[src/rtl/vga_timing_pkg.sv]
// VGA timing package: default 640x480@60 constants and axis phase encodings
// shared by the sync generator and downstream VGA stages.
package vga_timing_pkg;

   localparam int unsigned H_ACTIVE_D = 640;
   localparam int unsigned H_FP_D     = 16;
   localparam int unsigned H_SYNC_D   = 96;
   localparam int unsigned H_BP_D     = 48;
   localparam int unsigned V_ACTIVE_D = 480;
   localparam int unsigned V_FP_D     = 10;
   localparam int unsigned V_SYNC_D   = 2;
   localparam int unsigned V_BP_D     = 33;

   localparam int unsigned H_TOTAL_D =
      H_ACTIVE_D + H_FP_D + H_SYNC_D + H_BP_D;
   localparam int unsigned V_TOTAL_D =
      V_ACTIVE_D + V_FP_D + V_SYNC_D + V_BP_D;

   typedef enum logic [1:0] {
      PH_VIS   = 2'd0,
      PH_FRONT = 2'd1,
      PH_SYNC  = 2'd2,
      PH_BACK  = 2'd3
   } axis_phase_t;

   localparam axis_phase_t H_VIS    = PH_VIS;
   localparam axis_phase_t H_FRONT  = PH_FRONT;
   localparam axis_phase_t H_SYNC_S = PH_SYNC;
   localparam axis_phase_t H_BACK   = PH_BACK;
   localparam axis_phase_t V_VIS    = PH_VIS;
   localparam axis_phase_t V_FRONT  = PH_FRONT;
   localparam axis_phase_t V_SYNC_S = PH_SYNC;
   localparam axis_phase_t V_BACK   = PH_BACK;

endpackage

[src/rtl/vga_axis_counter.sv]
// One timing axis: wrapping position counter plus its
// visible/front/sync/back phase FSM.
module vga_axis_counter
   import vga_timing_pkg::*;
#(
   parameter int unsigned ACTIVE = 640,
   parameter int unsigned FP     = 16,
   parameter int unsigned SYNC   = 96,
   parameter int unsigned BACK   = 48
) (
   input  logic        clk,
   input  logic        reset,
   input  logic        step,
   output logic [15:0] count,
   output axis_phase_t phase,
   output axis_phase_t phase_next,
   output logic        wrap
);

   localparam logic [15:0] LAST    = 16'(ACTIVE + FP + SYNC + BACK - 1);
   localparam logic [15:0] E_FRONT = 16'(ACTIVE);
   localparam logic [15:0] E_SYNC  = 16'(ACTIVE + FP);
   localparam logic [15:0] E_BACK  = 16'(ACTIVE + FP + SYNC);

   logic [15:0] count_next;

   assign count_next = (count == LAST) ? 16'd0 : count + 16'd1;
   assign wrap       = step && (count == LAST);

   // phase_next is the state after a step, whether or not one happens
   always_comb begin
      phase_next = phase;
      unique case (phase)
         PH_VIS:   if (count_next == E_FRONT) phase_next = PH_FRONT;
         PH_FRONT: if (count_next == E_SYNC)  phase_next = PH_SYNC;
         PH_SYNC:  if (count_next == E_BACK)  phase_next = PH_BACK;
         PH_BACK:  if (count_next == 16'd0)   phase_next = PH_VIS;
      endcase
   end

   always_ff @(posedge clk or posedge reset) begin
      if (reset) begin
         count <= LAST;
         phase <= PH_BACK;
      end else if (step) begin
         count <= count_next;
         phase <= phase_next;
      end
   end

endmodule

[src/rtl/vga_sync_gen.sv]
// VGA sync generator: row/column counters, sync pulses, visible-window
// flag and line/frame start strobes, all advanced by a pixel tick.
module vga_sync_gen
   import vga_timing_pkg::*;
#(
   parameter int unsigned H_ACTIVE    = H_ACTIVE_D,
   parameter int unsigned H_FP        = H_FP_D,
   parameter int unsigned H_SYNC      = H_SYNC_D,
   parameter int unsigned H_BP        = H_BP_D,
   parameter int unsigned V_ACTIVE    = V_ACTIVE_D,
   parameter int unsigned V_FP        = V_FP_D,
   parameter int unsigned V_SYNC      = V_SYNC_D,
   parameter int unsigned V_BP        = V_BP_D,
   parameter bit          SYNC_ACTIVE = 1'b0
) (
   input  logic        vga_clk,
   input  logic        reset,
   input  logic        pix_en,
   output logic [15:0] vga_row,
   output logic [15:0] vga_col,
   output logic        hsync,
   output logic        vsync,
   output logic        video_on,
   output logic        line_start,
   output logic        frame_start
);

   axis_phase_t h_phase, h_next, h_sel;
   axis_phase_t v_phase, v_next, v_sel;
   logic        h_wrap, v_wrap;

   vga_axis_counter #(
      .ACTIVE(H_ACTIVE), .FP(H_FP), .SYNC(H_SYNC), .BACK(H_BP)
   ) u_h (
      .clk        (vga_clk),
      .reset      (reset),
      .step       (pix_en),
      .count      (vga_col),
      .phase      (h_phase),
      .phase_next (h_next),
      .wrap       (h_wrap)
   );

   vga_axis_counter #(
      .ACTIVE(V_ACTIVE), .FP(V_FP), .SYNC(V_SYNC), .BACK(V_BP)
   ) u_v (
      .clk        (vga_clk),
      .reset      (reset),
      .step       (h_wrap),
      .count      (vga_row),
      .phase      (v_phase),
      .phase_next (v_next),
      .wrap       (v_wrap)
   );

   // Outputs load the phase the counters will hold after this edge
   assign h_sel = pix_en ? h_next : h_phase;
   assign v_sel = h_wrap ? v_next : v_phase;

   always_ff @(posedge vga_clk or posedge reset) begin
      if (reset) begin
         hsync       <= ~SYNC_ACTIVE;
         vsync       <= ~SYNC_ACTIVE;
         video_on    <= 1'b0;
         line_start  <= 1'b0;
         frame_start <= 1'b0;
      end else begin
         hsync       <= (h_sel == H_SYNC_S) ? SYNC_ACTIVE : ~SYNC_ACTIVE;
         vsync       <= (v_sel == V_SYNC_S) ? SYNC_ACTIVE : ~SYNC_ACTIVE;
         video_on    <= (h_sel == H_VIS) && (v_sel == V_VIS);
         line_start  <= h_wrap;
         frame_start <= v_wrap;
      end
   end

endmodule

[config.mk]
export PLATFORM = sky130hd
export DESIGN_NAME = vga_sync_gen
export DESIGN_NICKNAME = d
export VERILOG_FILES = /design/src/rtl/vga_timing_pkg.sv /design/src/rtl/vga_axis_counter.sv /design/src/rtl/vga_sync_gen.sv
export SDC_FILE = /design/constraint.sdc
export NUM_CORES = 1
export LEC_CHECK = 0
export ABC_AREA = 1
export ABC_CLOCK_PERIOD_IN_PS = 2550
export BUFFER_PORTS_ARGS = -buffer_cell sky130_fd_sc_hd__buf_2
export CORE_ASPECT_RATIO = 2
export CORE_UTILIZATION = 58
export CTS_CLUSTER_SIZE = 25
export DETAILED_ROUTE_END_ITERATION = 6
export MAX_ROUTING_LAYER = met4
export PLACE_DENSITY = 0.81
export SLEW_MARGIN = 25
export SYNTH_ARGS = -nofsm -noshare
export SYNTH_HDL_FRONTEND = slang
export SYNTH_SLANG_ARGS = --single-unit
[constraint.sdc]
create_clock -name vga_clk -period 2.55 [get_ports vga_clk]
set_input_delay 0.255 -clock vga_clk [delete_from_list [all_inputs] [get_ports vga_clk]]
set_output_delay 0.255 -clock vga_clk [all_outputs]
set_load 0.01 [all_outputs]
# ---- Word level (Yosys, flattened, before mapping)
# Index checks and enable logic that the tools add are counted.
dict set report word_totals {
  output_inout_bits 37
  inputBits 3
  reg_bits 41
}
dict set report classes {
  n_reduce_logical 9
  muxes 16
  n_addsub 2
  eq_ne 16
}
# operator count
set op_table {}
lappend op_table {{16-bit by 10-bit == test with 1-bit output (second input constant)} 5}
lappend op_table {{16-bit by 9-bit == test with 1-bit output (second input constant)} 3}
lappend op_table {{16-bit by 1-bit adder with 16-bit output (second input constant)} 2}
lappend op_table {{16-bit logical NOT} 2}
lappend op_table {{16-bit 2-to-1 mux} 2}
lappend op_table {{2-bit 2-to-1 mux} 10}
lappend op_table {{2-bit case mux with 4 select lines} 2}
lappend op_table {{2-bit == test (second input constant)} 6}
lappend op_table {{2-bit logical NOT} 4}
lappend op_table {{2-bit by 1-bit == test with 1-bit output (second input constant)} 2}
lappend op_table {{1-bit logical AND} 3}
lappend op_table {{1-bit 2-to-1 mux} 2}

# ---- Logic depth before layout (Yosys ltp)
# Gate-level depths: netlist of the first run.
dict set report logic_depth {
  word_depth 8
  ltp_mapped 17
  ltp_nobuf 17
}

# ---- By module
# From an unflattened synthesis of the first run, not the netlist that was laid out.
dict set report hier_totals {
  cells_unflattened 456
  hier_area_um2 3051.7
}
# mod area_per_inst_um2 n_inst cells_per_inst seq_area_each_um2
set by_module_without_submodules {}
lappend by_module_without_submodules {{vga_axis_counter at u_h} 1441.4 1 207 461.7}
lappend by_module_without_submodules {{vga_axis_counter at u_v} 1372.6 1 216 456.7}
lappend by_module_without_submodules {vga_sync_gen 237.7 1 33 127.6}

# ---- Least setup slack after synthesis of the first run
# Ideal clock, no wire load.
dict set report synth_timing {
  path_type {register to register}
  from {register u_h.count[0]}
  to {register u_v.count[11]}
  path_buffers 2
  setup_time_ns 0.127
  t_required_ns 2.423
  period_less_slack_ns 2.054
  path_stages_with_launch 13
  setup_slack_ns 0.496
  t_arrival_ns 1.926
  path_cell_list {dfstp_2 > ha_1 > nand2_1 > inv_1 > nand2_1 > nor2_1 > nand2_2 > nor2_2 > inv_2 > buf_2 > buf_2 > nand2_1 > o21ai_0}
}
dict set report synth_between {
  elab_chain_cells 2
}
# item line_no
set synth_lines {}
lappend synth_lines {{from (decl)} vga_axis_counter.sv:14} ;# output logic [15:0] count,
lappend synth_lines {{from (signal assigned)} vga_axis_counter.sv:46} ;# count <= count_next;
lappend synth_lines {{16-bit by 10-bit == test with 1-bit output} vga_axis_counter.sv:28} ;# assign wrap = step && (count == LAST);
lappend synth_lines {{1-bit logical AND} vga_axis_counter.sv:28}
lappend synth_lines {{to (signal assigned)} vga_axis_counter.sv:46}
lappend synth_lines {{to (decl)} vga_axis_counter.sv:14}
# Every way passes these cells.
# A chain may end at the register's enable or synchronous reset.

# ---- Worst setup path in the final report of the first run
dict set report layout_timing {
  from {register u_v.count[0]}
  to {register video_on}
}
dict set report layout_between {
  elab_chain_cells 8
  word_cells_on_any_way 15
  classes_between {add/sub: 1; eq/ne: 4; mux: 7; reduce/logical: 3}
}
# item line_no
set layout_lines {}
lappend layout_lines {{16-bit by 1-bit adder with 16-bit output or 16-bit by 10-bit == test with 1-bit output (tied branches)} vga_axis_counter.sv:27} ;# assign count_next = (count == LAST) ? 16'd0 : count + 16'd1;
lappend layout_lines {{16-bit 2-to-1 mux *} vga_axis_counter.sv:27}
lappend layout_lines {{16-bit by 9-bit == test with 1-bit output, or another cell as far along} vga_axis_counter.sv:36} ;# PH_SYNC: if (count_next == E_BACK) phase_next = PH_BACK;
lappend layout_lines {{2-bit 2-to-1 mux, on equally long branches} n/a}
lappend layout_lines {{2-bit case mux with 4 select lines *} vga_axis_counter.sv:33} ;# unique case (phase)
lappend layout_lines {{2-bit 2-to-1 mux *} n/a}
lappend layout_lines {{2-bit logical NOT *} vga_sync_gen.sv:70} ;# video_on <= (h_sel == H_VIS) && (v_sel == V_VIS);
lappend layout_lines {{1-bit logical AND *} vga_sync_gen.sv:70}
lappend layout_lines {{to (signal assigned)} vga_sync_gen.sv:70}
lappend layout_lines {{to (decl)} vga_sync_gen.sv:23} ;# output logic video_on,
# Mark *: on every way between the ends. The rest lies on a longest branch, timed or not.

==> qor.yml, run 1 <==
status: "complete, no violations"
synth-simple-area-share_pct: 43.3
ys_warn_count: 0
finalCriticalPeriod_ns: 2.34
final_nets: 480
quantity_of_hold_fixing_buffers_added_after_cts: 0
post-route-drc-count: 0
initial_utilization_pct: 61.4
n_antenna_cell: 0
synth.ff_latch_count: 41
dieArea_um2: 5210
fmax_mhz: 428
startpoint_type: "flip-flop"
power-per-cell-area_nw_per_um2: 636
largest_family_of_logic_cells_by_synthesized_area: "simple AND/OR/NAND/NOR gates"
detailedRoute.firstPassIterationCount: 5
headroom_to_the_max_slew_limit_pct: 64.9
ys_dominant_reg_cell: "dfrtp_1"
cts_setup_buffers: 0
fin_crit_sh_pct: 91.6
synth_cells: 432
place_congestion: 0.961
tritoncts_clock_tree: "yes"
worst_vdd_drop_uv: 356
antenna_left: 0
timing.final.max_slew_violations: 0
postSynth.asyncResetShare_pct: 100
grt_overflow: 0
die_width_um: 51.6
tritoncts.num_buffers: 5
rr_startpoint: "u_v.count[0]"
endpoint_kind: "flip-flop"
drv_cap: 0
detailedRoute.firstIterationViolations: 71
final.setup.tns_ns: 0
post_synth_fa_ha_maj_area_fraction_pct: 1.32
via_count_of_the_first_global_routing_pass: 2923
critPathRequiredTime_ns: 2.77
hold_class: "in2async"
crit_arrival_ns: 2.56
grt_first_pass_wirelength_um: 12900
mappedNetlistArea_um2: 2850
syn_area_per_cell_um2: 6.59
syn-num-nets: 438
synth_xor_area_share_pct: 2.15
worst-slew-pin-transition_ns: 0.527
clock_tree.buffer_depth: 2
synth_edf_count: 0
number_of_antenna_violations_at_the_first_check_in_global_routing: 0
critical_path_peak_fanout: 11
power_leakage_uw: 0.00161
track_usage_pct: 34.6
htree_num_levels: 2
cts_sink_count: 41
drt-wirelength-per-cell_um: 14.6
floorplan.die.height_um: 101
complex_gate_fraction_of_the_synthesized_area_pct: 8.04
design.core.area_um2: 4640
vias_per_cell: 5.55
r2r.worst_path.cells: 14
drive_gt1_share_pct: 20.0
rsz0062_at_grt: "no"
clock_skew_ns: 0.0117
stdcell_area_um2: 3190
cts-root-buf: "clkbuf_8"
place_hpwl_um: 6100
dpl-instance-area_um2: 3100
slack_of_the_worst_reg_to_reg_path_ns: 0.21
proportion_of_synthesized_chip_area_in_sequential_cells_pct: 36.7
clock_latency_ns: 0.29
via_count: 2941
area_grow_syn2layout_pct: 12.1
ios: 40
setup_viol_count_final: 0
clkTransAtPathRegs_ns: 0.08
synthMuxAreaShare_pct: 0
critical_path_class: "reg2reg"
worst_r2r_endpoint: "video_on"
maximum_number_of_pins_on_one_net_before_global_route_repair: 42
port_buffers: 39
yosys.cell_types.count: 28
detail_route.wirelength_um: 7730
finalHoldViolations: 0
placement_rows: 35
-- layout by cell type (no fill, tap or decap) --
cell type	count
xnor2_1	1
nor2_2	9
o21ai_1	6
buf_2	39
o21ai_0	30
ha_1	3
nand2_1	151
clkinv_1	3
o21bai_4	1
inv_2	5
dfstp_2	16
clkbuf_8	6
clkbuf_1	2
nor2_4	5
dfrtp_1	25
inv_1	47
nand3b_1	1
nand3_2	2
o41ai_1	1
o22ai_1	1
nor2_1	52
nand4_1	16
nand2_2	6
nand2_4	2
o21bai_1	2
nor3_2	1
xor2_1	6
nand3_1	33
buf_4	3
-- through the flow --
stage / std cells / total power, uW / setup WS [ns] / hold slack, ns / utilization, %
after floorplan: 432 / 1370 / 0.496 / 0.474 / -
after global placement: 522 / 1570 / 0.226 / 0.399 / 66.8
after detailed placement: 522 / 1590 / 0.166 / 0.408 / 66.8
after CTS: 530 / 2040 / 0.125 / 0.0929 / 68.8
after global routing: 530 / 2160 / 0.00985 / 0.138 / 68.8
final: 530 / 2030 / 0.214 / 0.0809 / 68.8
-- power breakdown --
group / switching, uW / internal (uW)
sequential: 162 / 796
combinational: 409 / 223
clock: 221 / 221
-- worst max-delay path, cell delays in order, from the launching register on --
cell and delay (ns):
dfrtp_1 0.43, inv_1 0.20, ha_1 0.19, nand3_1 0.09
nor2_1 0.15, nand2_2 0.17, nand2_1 0.15, nand2_1 0.13
nor3_2 0.23, nand3_1 0.10, nand2_1 0.07, nand3_1 0.07
nand2_1 0.10, nand2_1 0.07, nor2_2 0.09
-- routing by layer --
metal	part of all wire, %	vias to the layer above	wire length [um]	track usage, %
met5	0	-	0	-
met4	7.8	0	601	27.7
met3	3.0	48	232	3.77
met2	56	99	4330	63.0
met1	33	1340	2570	30.0
li1	-	1454	-	-
-- final cells by class --
class,instances,area (um2)
multi-input cells,329,1570
fillers,448,1450
flip-flops and latches,41,1050
repair buffers,42,218
inverters,55,206
clock buffers,8,90.1
well taps,55,68.8
-- worst max path at each step --
stage / depth (start not counted) / endpoint / startpoint / slack (ns)
final: 14 / video_on / u_v.count[0] / 0.21
after global routing: 15 / video_on / u_h.count[0] / 0.01
after CTS: 14 / video_on / u_v.count[0] / 0.12
after detailed placement: 14 / video_on / u_v.count[0] / 0.17
after global placement: 14 / video_on / u_v.count[0] / 0.23
after floorplan: 12 / u_v.count[11] / u_h.count[0] / 0.50
-- synth_stat cells, types with 5 or more instances --
cell type / n / area, um2
nand4_1: 16 / 100
dfstp_2: 16 / 420
nor2_1: 52 / 195
dfrtp_1: 25 / 626
xor2_1: 6 / 52.6
o21ai_1: 6 / 30.0
inv_1: 47 / 176
o21ai_0: 30 / 150
nor2_2: 9 / 56.3
nand3_1: 33 / 165
inv_2: 5 / 18.8
nand2_2: 5 / 31.3
nand2_1: 152 / 571
nor2_4: 5 / 56.3
-- cells by family after synthesis --
family                     count (synthesis)
adders and majority gates                  3
and+or+nand+nor                          278
DFF                                       41
xor gates and xnor gates                   7
AOI/OAI and AO/OA                         41
buffers and inverters                     62
-- sequential cells by signal (all words and copies together), names as in the netlist, 2 cells and up --
register	cells
u_h.phase	2
u_v.count	16
u_h.count	16
u_v.phase	2
-- timing repair --
item	CTS	global route
resized for setup	0	1
hold endpoints to repair	0	0
endpoints found under the setup margin	0	1
Power figures use the tool's default switching activity.
==> inputs of run 2 (changes only) <==
--- a/config.mk
+++ b/config.mk
@@ -8,12 +8,14 @@
 export ABC_AREA = 1
 export ABC_CLOCK_PERIOD_IN_PS = 2550
 export BUFFER_PORTS_ARGS = -buffer_cell sky130_fd_sc_hd__buf_2
+export CELL_PAD_IN_SITES_DETAIL_PLACEMENT = 1
+export CELL_PAD_IN_SITES_GLOBAL_PLACEMENT = 2
 export CORE_ASPECT_RATIO = 2
-export CORE_UTILIZATION = 58
+export CORE_UTILIZATION = 31
 export CTS_CLUSTER_SIZE = 25
 export DETAILED_ROUTE_END_ITERATION = 6
 export MAX_ROUTING_LAYER = met4
-export PLACE_DENSITY = 0.81
+export PLACE_DENSITY_LB_ADDON = 0.1
 export SLEW_MARGIN = 25
 export SYNTH_ARGS = -nofsm -noshare
 export SYNTH_HDL_FRONTEND = slang
==> qor.yml, run 2 (synthesis results as in run 1) <==
clock_skew_ns: 0.00755
detailedRoute.firstPassIterationCount: 4
critPathRequiredTime_ns: 2.77
grt_first_pass_wirelength_um: 15500
via_count: 2957
stdcell_area_um2: 3350
mostFrequentLayoutCell: "nand2_1"
rsz0062_at_grt: "no"
globalRoute.busiestLayer: "met2"
port_buffers: 39
fin_crit_sh_pct: 92.9
power_leakage_uw: 0.00166
crit_arrival_ns: 2.59
worst_vdd_drop_uv: 327
floorplan.die.height_um: 138
detail_route.wirelength_um: 9900
rr_startpoint: "u_h.count[1]"
fin_worst_hold_slack_ns: 0.278
antenna_left: 0
critical_path_peak_fanout: 6
headroom_to_the_max_slew_limit_pct: 57.0
timing.final.max_slew_violations: 0
worst-slew-pin-transition_ns: 0.641
status: "complete, no violations"
drive_gt1_share_pct: 21.3
hold_path_startpoint: "pix_en"
startpoint_type: "flip-flop"
final_total_pwr_uw: 2280
track_usage_pct: 22.4
biggestRegsByFlops: "u_h.count: 16 flops, u_v.count: 16 flops"
utilization_pct: 37.5
post-route-drc-count: 0
most-common-layout-cells: "nand2_1, nor2_1, inv_1"
clock_latency_ns: 0.29
htree_num_levels: 2
n_antenna_cell: 0
grt_overflow: 0
critPathLaunch: "u_h.count[1]"
tritoncts.num_buffers: 5
globalRouteMet3Util_pct: 1.98
place_congestion: 0.842
endpoint_kind: "flip-flop"
final_nets: 485
fmax_mhz: 422
use_met1_pct: 18.0
cts-root-buf: "clkbuf_16"
clkTransAtPathRegs_ns: 0.06
setup_viol_count_final: 0
drv_cap: 0
cts_sink_count: 41
initial_utilization_pct: 31.8
critical_path_class: "reg2reg"
clock_tree.buffer_depth: 2
dpl-instance-area_um2: 3190
via_count_of_the_first_global_routing_pass: 3039
number_of_antenna_violations_at_the_first_check_in_global_routing: 0
met2_usage_pct: 47.9
detailedRoute.firstIterationViolations: 96
finalHoldViolations: 0
finalCriticalPeriod_ns: 2.37
place_hpwl_um: 8120
tritoncts_clock_tree: "yes"
cts_setup_buffers: 0
dieArea_um2: 9600
drt-wirelength-per-cell_um: 17.0
hold_class: "in2reg"
ios: 40
area_grow_syn2layout_pct: 17.7
power-per-cell-area_nw_per_um2: 679
design.core.area_um2: 8950
placement_rows: 49
die_width_um: 69.8
vias_per_cell: 5.08
maximum_number_of_pins_on_one_net_before_global_route_repair: 27
run 2: cell types whose count changed in the layout (fill, tap and decap cells not counted):
cell / before / now
clkbuf_16: 0 / 5
clkbuf_8: 6 / 1
buf_4: 3 / 7
inv_1: 47 / 45
clkinv_1: 3 / 4
dlygate4sd3_1: 0 / 1
inv_2: 5 / 6
nand2_1: 151 / 150
nand2_2: 6 / 7
nor2_1: 52 / 51
nor2_2: 9 / 10
run 2: worst max-delay path, stage by stage, from the launching register on:
cell      delay, ns
dfstp_2        0.57
ha_1           0.18
nand2_1        0.13
inv_1          0.13
nand2_1        0.08
nor2_1         0.12
nand2_2        0.13
nand2_1        0.12
nand2_1        0.13
nor2_1         0.13
nand4_1        0.10
nand2_1        0.12
nand2_2        0.07
o21bai_4       0.13
nand2_1        0.08
nor2_2         0.07
run 2: timing repair:
item                                   4_1_cts  5_1_grt
setup endpoints to repair                    1        2
endpoints found under the hold margin       11        0
gates resized for setup                      1        3
hold buffers                                 1        0
run 2: report_power, final:
part | internal [uW] | leakage (uW) | switching [uW] | total (uW)
clock network | 391 | 0.0000712 | 270 | 661
registers | 797 | 0.000480 | 160 | 957
logic | 231 | 0.00111 | 429 | 660
run 2: worst paths after layout:
| kind | slack, ns | end | cells after the start |
|---|---|---|---|
| max in group asynchronous | 1.38 | u_h.count[0] | 4 |
| max reg2reg | 0.18 | video_on | 15 |
| min | 0.28 | u_h.count[1] | 3 |
| min reg2reg | 0.50 | u_h.count[1] | 2 |
| max | 0.18 | video_on | 15 |
| min in group asynchronous | 0.52 | u_v.count[6] | 3 |
run 2: through the flow:
step           worst slack, ns  std cells  setup TNS, ns
3_5_place_dp          -0.00779        573       -0.00779
4_1_cts                  0.112        582              0
3_3_place_gp            0.0624        573              0
6_report                 0.182        582              0
5_1_grt               0.000116        582              0
2_1_floorplan            0.496        432              0
run 2: per-layer routing:
| layer | up-vias | routed length [um] |
|---|---|---|
| met4 | 0 | 361 |
| met3 | 18 | 150 |
| met2 | 47 | 6170 |
| met5 | - | 0 |
| met1 | 1442 | 3220 |
| li1 | 1450 | - |
run 2: area by class of cell:
type	instances	area, um2
fillers	1196	5600
multi-input cells	329	1570
flip-flops and latches	41	1050
repair buffers	47	258
inverters	55	206
clock buffers	8	146
well taps	102	128
==> inputs of run 3 (changes only) <==
--- a/config.mk
+++ b/config.mk
@@ -5,13 +5,13 @@
 export SDC_FILE = /design/constraint.sdc
 export NUM_CORES = 1
 export LEC_CHECK = 0
-export ABC_AREA = 1
+export ABC_AREA = 0
 export ABC_CLOCK_PERIOD_IN_PS = 2550
 export BUFFER_PORTS_ARGS = -buffer_cell sky130_fd_sc_hd__buf_2
 export CELL_PAD_IN_SITES_DETAIL_PLACEMENT = 1
 export CELL_PAD_IN_SITES_GLOBAL_PLACEMENT = 2
 export CORE_ASPECT_RATIO = 2
-export CORE_UTILIZATION = 31
+export CORE_UTILIZATION = 35
 export CTS_CLUSTER_SIZE = 25
 export DETAILED_ROUTE_END_ITERATION = 6
 export MAX_ROUTING_LAYER = met4
==> qor.yml, run 3 <==
power_frac_comb_pct: 32.0
ios: 40
critPathRequiredTime_ns: 2.74
crit_arrival_ns: 3.02
rsz0062_at_grt: "yes"
power-per-cell-area_nw_per_um2: 501
fin_crit_sh_pct: 111
place_hpwl_um: 7520
worst_vdd_drop_uv: 409
critical_path_peak_fanout: 4
dpl.cell_count: 505
proportion_of_synthesized_chip_area_in_sequential_cells_pct: 38.1
drive_gt1_share_pct: 46.7
fmax_mhz: 354
n_antenna_cell: 0
stdcell_area_um2: 4040
mappedNetlistArea_um2: 2750
slack_of_the_worst_reg_to_reg_path_ns: -0.27
endpoint_kind: "flip-flop"
clkTransAtPathRegs_ns: 0.06
placement_rows: 45
place_congestion: 0.889
headroom_to_the_max_slew_limit_pct: 63.1
area_grow_syn2layout_pct: 47.1
final_nets: 440
failing_checks: "negative setup slack"
track_usage_pct: 26.8
mostFrequentLayoutCell: "buf_4"
maximum_number_of_pins_on_one_net_before_global_route_repair: 42
sw_frac_of_total_pct: 30.5
syn_area_per_cell_um2: 8.78
internal-power_uw: 1410
netlist.top_cell.by_area: "dfrtp_1"
grt_overflow: 0
clock_latency_ns: 0.28
power.share.clock_pct: 30.6
utilization_pct: 53.2
crit_family: "simple AND/OR/NAND/NOR gates"
cts_sink_count: 41
critPathLaunch: "u_h.count[0]"
synth_most_common_cell: "nand2_1"
via_count: 2913
syn-num-nets: 319
yosys.area.top_type_share_pct: 22.8
clock_skew_ns: 0.00610
tritoncts_clock_tree: "yes"
clock_tree.buffer_depth: 2
tritoncts.num_buffers: 5
design.core.area_um2: 7600
synth.top_cells.by_area: "dfrtp_1, dfstp_2, xnor2_1"
ys_warn_count: 0
yosys.cell_types.count: 60
htree_num_levels: 2
cpMaxStageDelayCell: "dfstp_2"
hold_class: "in2async"
postSynth.asyncResetShare_pct: 100
synth_cells: 313
dieArea_um2: 8230
port_buffers: 39
finalHoldViolations: 0
post-route-drc-count: 0
detail_route.wirelength_um: 10200
worst_r2r_endpoint: "video_on"
yosys-top-cells-count: "nand2_1, dfrtp_1, xnor2_1, nor2_1"
most-common-layout-cells: "buf_4, buf_2, nand2_1"
drt-wirelength-per-cell_um: 19.2
r2r.worst_path.cells: 9
crit_chain: "ha_4, nand4_1, nor4_4, nand4b_1, o311a_1, or4_4, a221o_1, mux2_4, nor4_2"
ys_dominant_reg_cell: "dfrtp_1"
cp_slowest_stage_delay_ns: 0.57
crit_buf_inv: 0
timing.final.max_slew_violations: 0
critical_path_class: "reg2reg"
via_count_of_the_first_global_routing_pass: 3107
finalCriticalPeriod_ns: 2.82
floorplan.die.height_um: 127
startpoint_type: "flip-flop"
final_cells: 529
timing.final.ws_setup_ns: -0.272
number_of_antenna_violations_at_the_first_check_in_global_routing: 0
worst-slew-pin-transition_ns: 0.554
setup_viol_count_final: 4
die_width_um: 64.7
drv_cap: 0
netSwitchingPower_uw: 618
vias_per_cell: 5.51
status: "finished, violations left"
detailedRoute.firstIterationViolations: 99
cts-root-buf: "clkbuf_16"
power_leakage_uw: 0.00180
grt_first_pass_wirelength_um: 16000
initial_utilization_pct: 36.2
part_of_the_power_in_registers_pct: 37.4
synth.ff_latch_count: 41
synth_edf_count: 0
rr_startpoint: "u_h.count[0]"
biggestRegsByFlops: "u_h.count: 16 flops, u_v.count: 16 flops"
antenna_left: 0
dpl-instance-area_um2: 3620
detailedRoute.firstPassIterationCount: 4
-- run 3: changes by cell type after synthesis, moves of 8 or more --
cell	previous run	this run
nor3_1	0	8
nand2_1	152	36
nor2_1	52	23
clkbuf_1	3	14
nor2_2	9	1
o21ai_0	30	18
xnor2_1	1	24
inv_1	47	9
nand3_1	33	18
-- run 3: cells by family after synthesis --
group,count (synthesis),synth area share (%)
mux,7,2.87
compound gates,51,12.1
buf+inv,31,4.82
flops,41,38.1
xor+xnor,32,10.2
simple gates,148,30.6
fa+ha+maj,3,1.37
-- run 3: repair_timing --
| action | CTS | global route |
|---|---|---|
| hold buffers | 0 | 0 |
| buffers inserted | 5 | 11 |
| setup endpoints to repair | 6 | 6 |
| pin swaps | 7 | 8 |
| resized for setup | 14 | 22 |
-- run 3: area by class of cell --
type,count,area [um2]
repair buffers,135,927
clock inverters,2,10.0
fillers,906,3560
inverters,10,37.5
multi-input cells,241,1780
flip-flops and latches,41,1050
well taps,94,118
clock buffers,6,129
-- run 3: how the worst max path moves through the flow --
stage                          end  slack (ns)  cells past startpoint
after CTS                 video_on       -0.25                      9
after floorplan           video_on       -0.19                      8
after global placement    video_on       -0.22                      8
after global routing      video_on       -0.37                      9
final                     video_on       -0.27                      9
after detailed placement  video_on       -0.32                      8
-- run 3: through the flow --
| step | setup slack, ns | setup TNS, ns | power (uW) | hold WS (ns) |
|---|---|---|---|---|
| CTS | -0.246 | -0.417 | 1990 | 0.123 |
| global route | -0.373 | -1.03 | 2110 | 0.163 |
| detailed placement | -0.323 | -0.850 | 1320 | 0.435 |
| floorplan | -0.189 | -0.276 | 1050 | 0.474 |
| global placement | -0.215 | -0.471 | 1300 | 0.411 |
| finish | -0.272 | -0.535 | 2020 | 0.103 |
-- run 3: worst register-to-register path, delay by kind of cell (launching register included) --
kind	cells	cell delay, ns
fa+ha+maj	1	0.15
flops	1	0.57
simple gates	5	1.32
mux	1	0.28
compound gates	2	0.42
-- run 3: power groups by stage --
| stage | combinational (uW) | clock [uW] | sequential (uW) |
|---|---|---|---|
| after floorplan | 230 | 0 | 815 |
| after global placement | 538 | 0 | 765 |
| after detailed placement | 550 | 0 | 768 |
| after CTS | 594 | 638 | 757 |
| after global routing | 693 | 657 | 759 |
| final | 647 | 619 | 758 |
-- run 3: per-layer routing --
| metal | wire, um | track usage, % | part of all wire (%) | vias up |
|---|---|---|---|---|
| li1 | - | - | - | 1370 |
| met1 | 3340 | 24.3 | 33 | 1421 |
| met4 | 702 | 18.3 | 6.9 | 0 |
| met3 | 196 | 2.95 | 1.9 | 42 |
| met2 | 5920 | 50.2 | 58 | 80 |
| met5 | 0 | - | 0 | - |
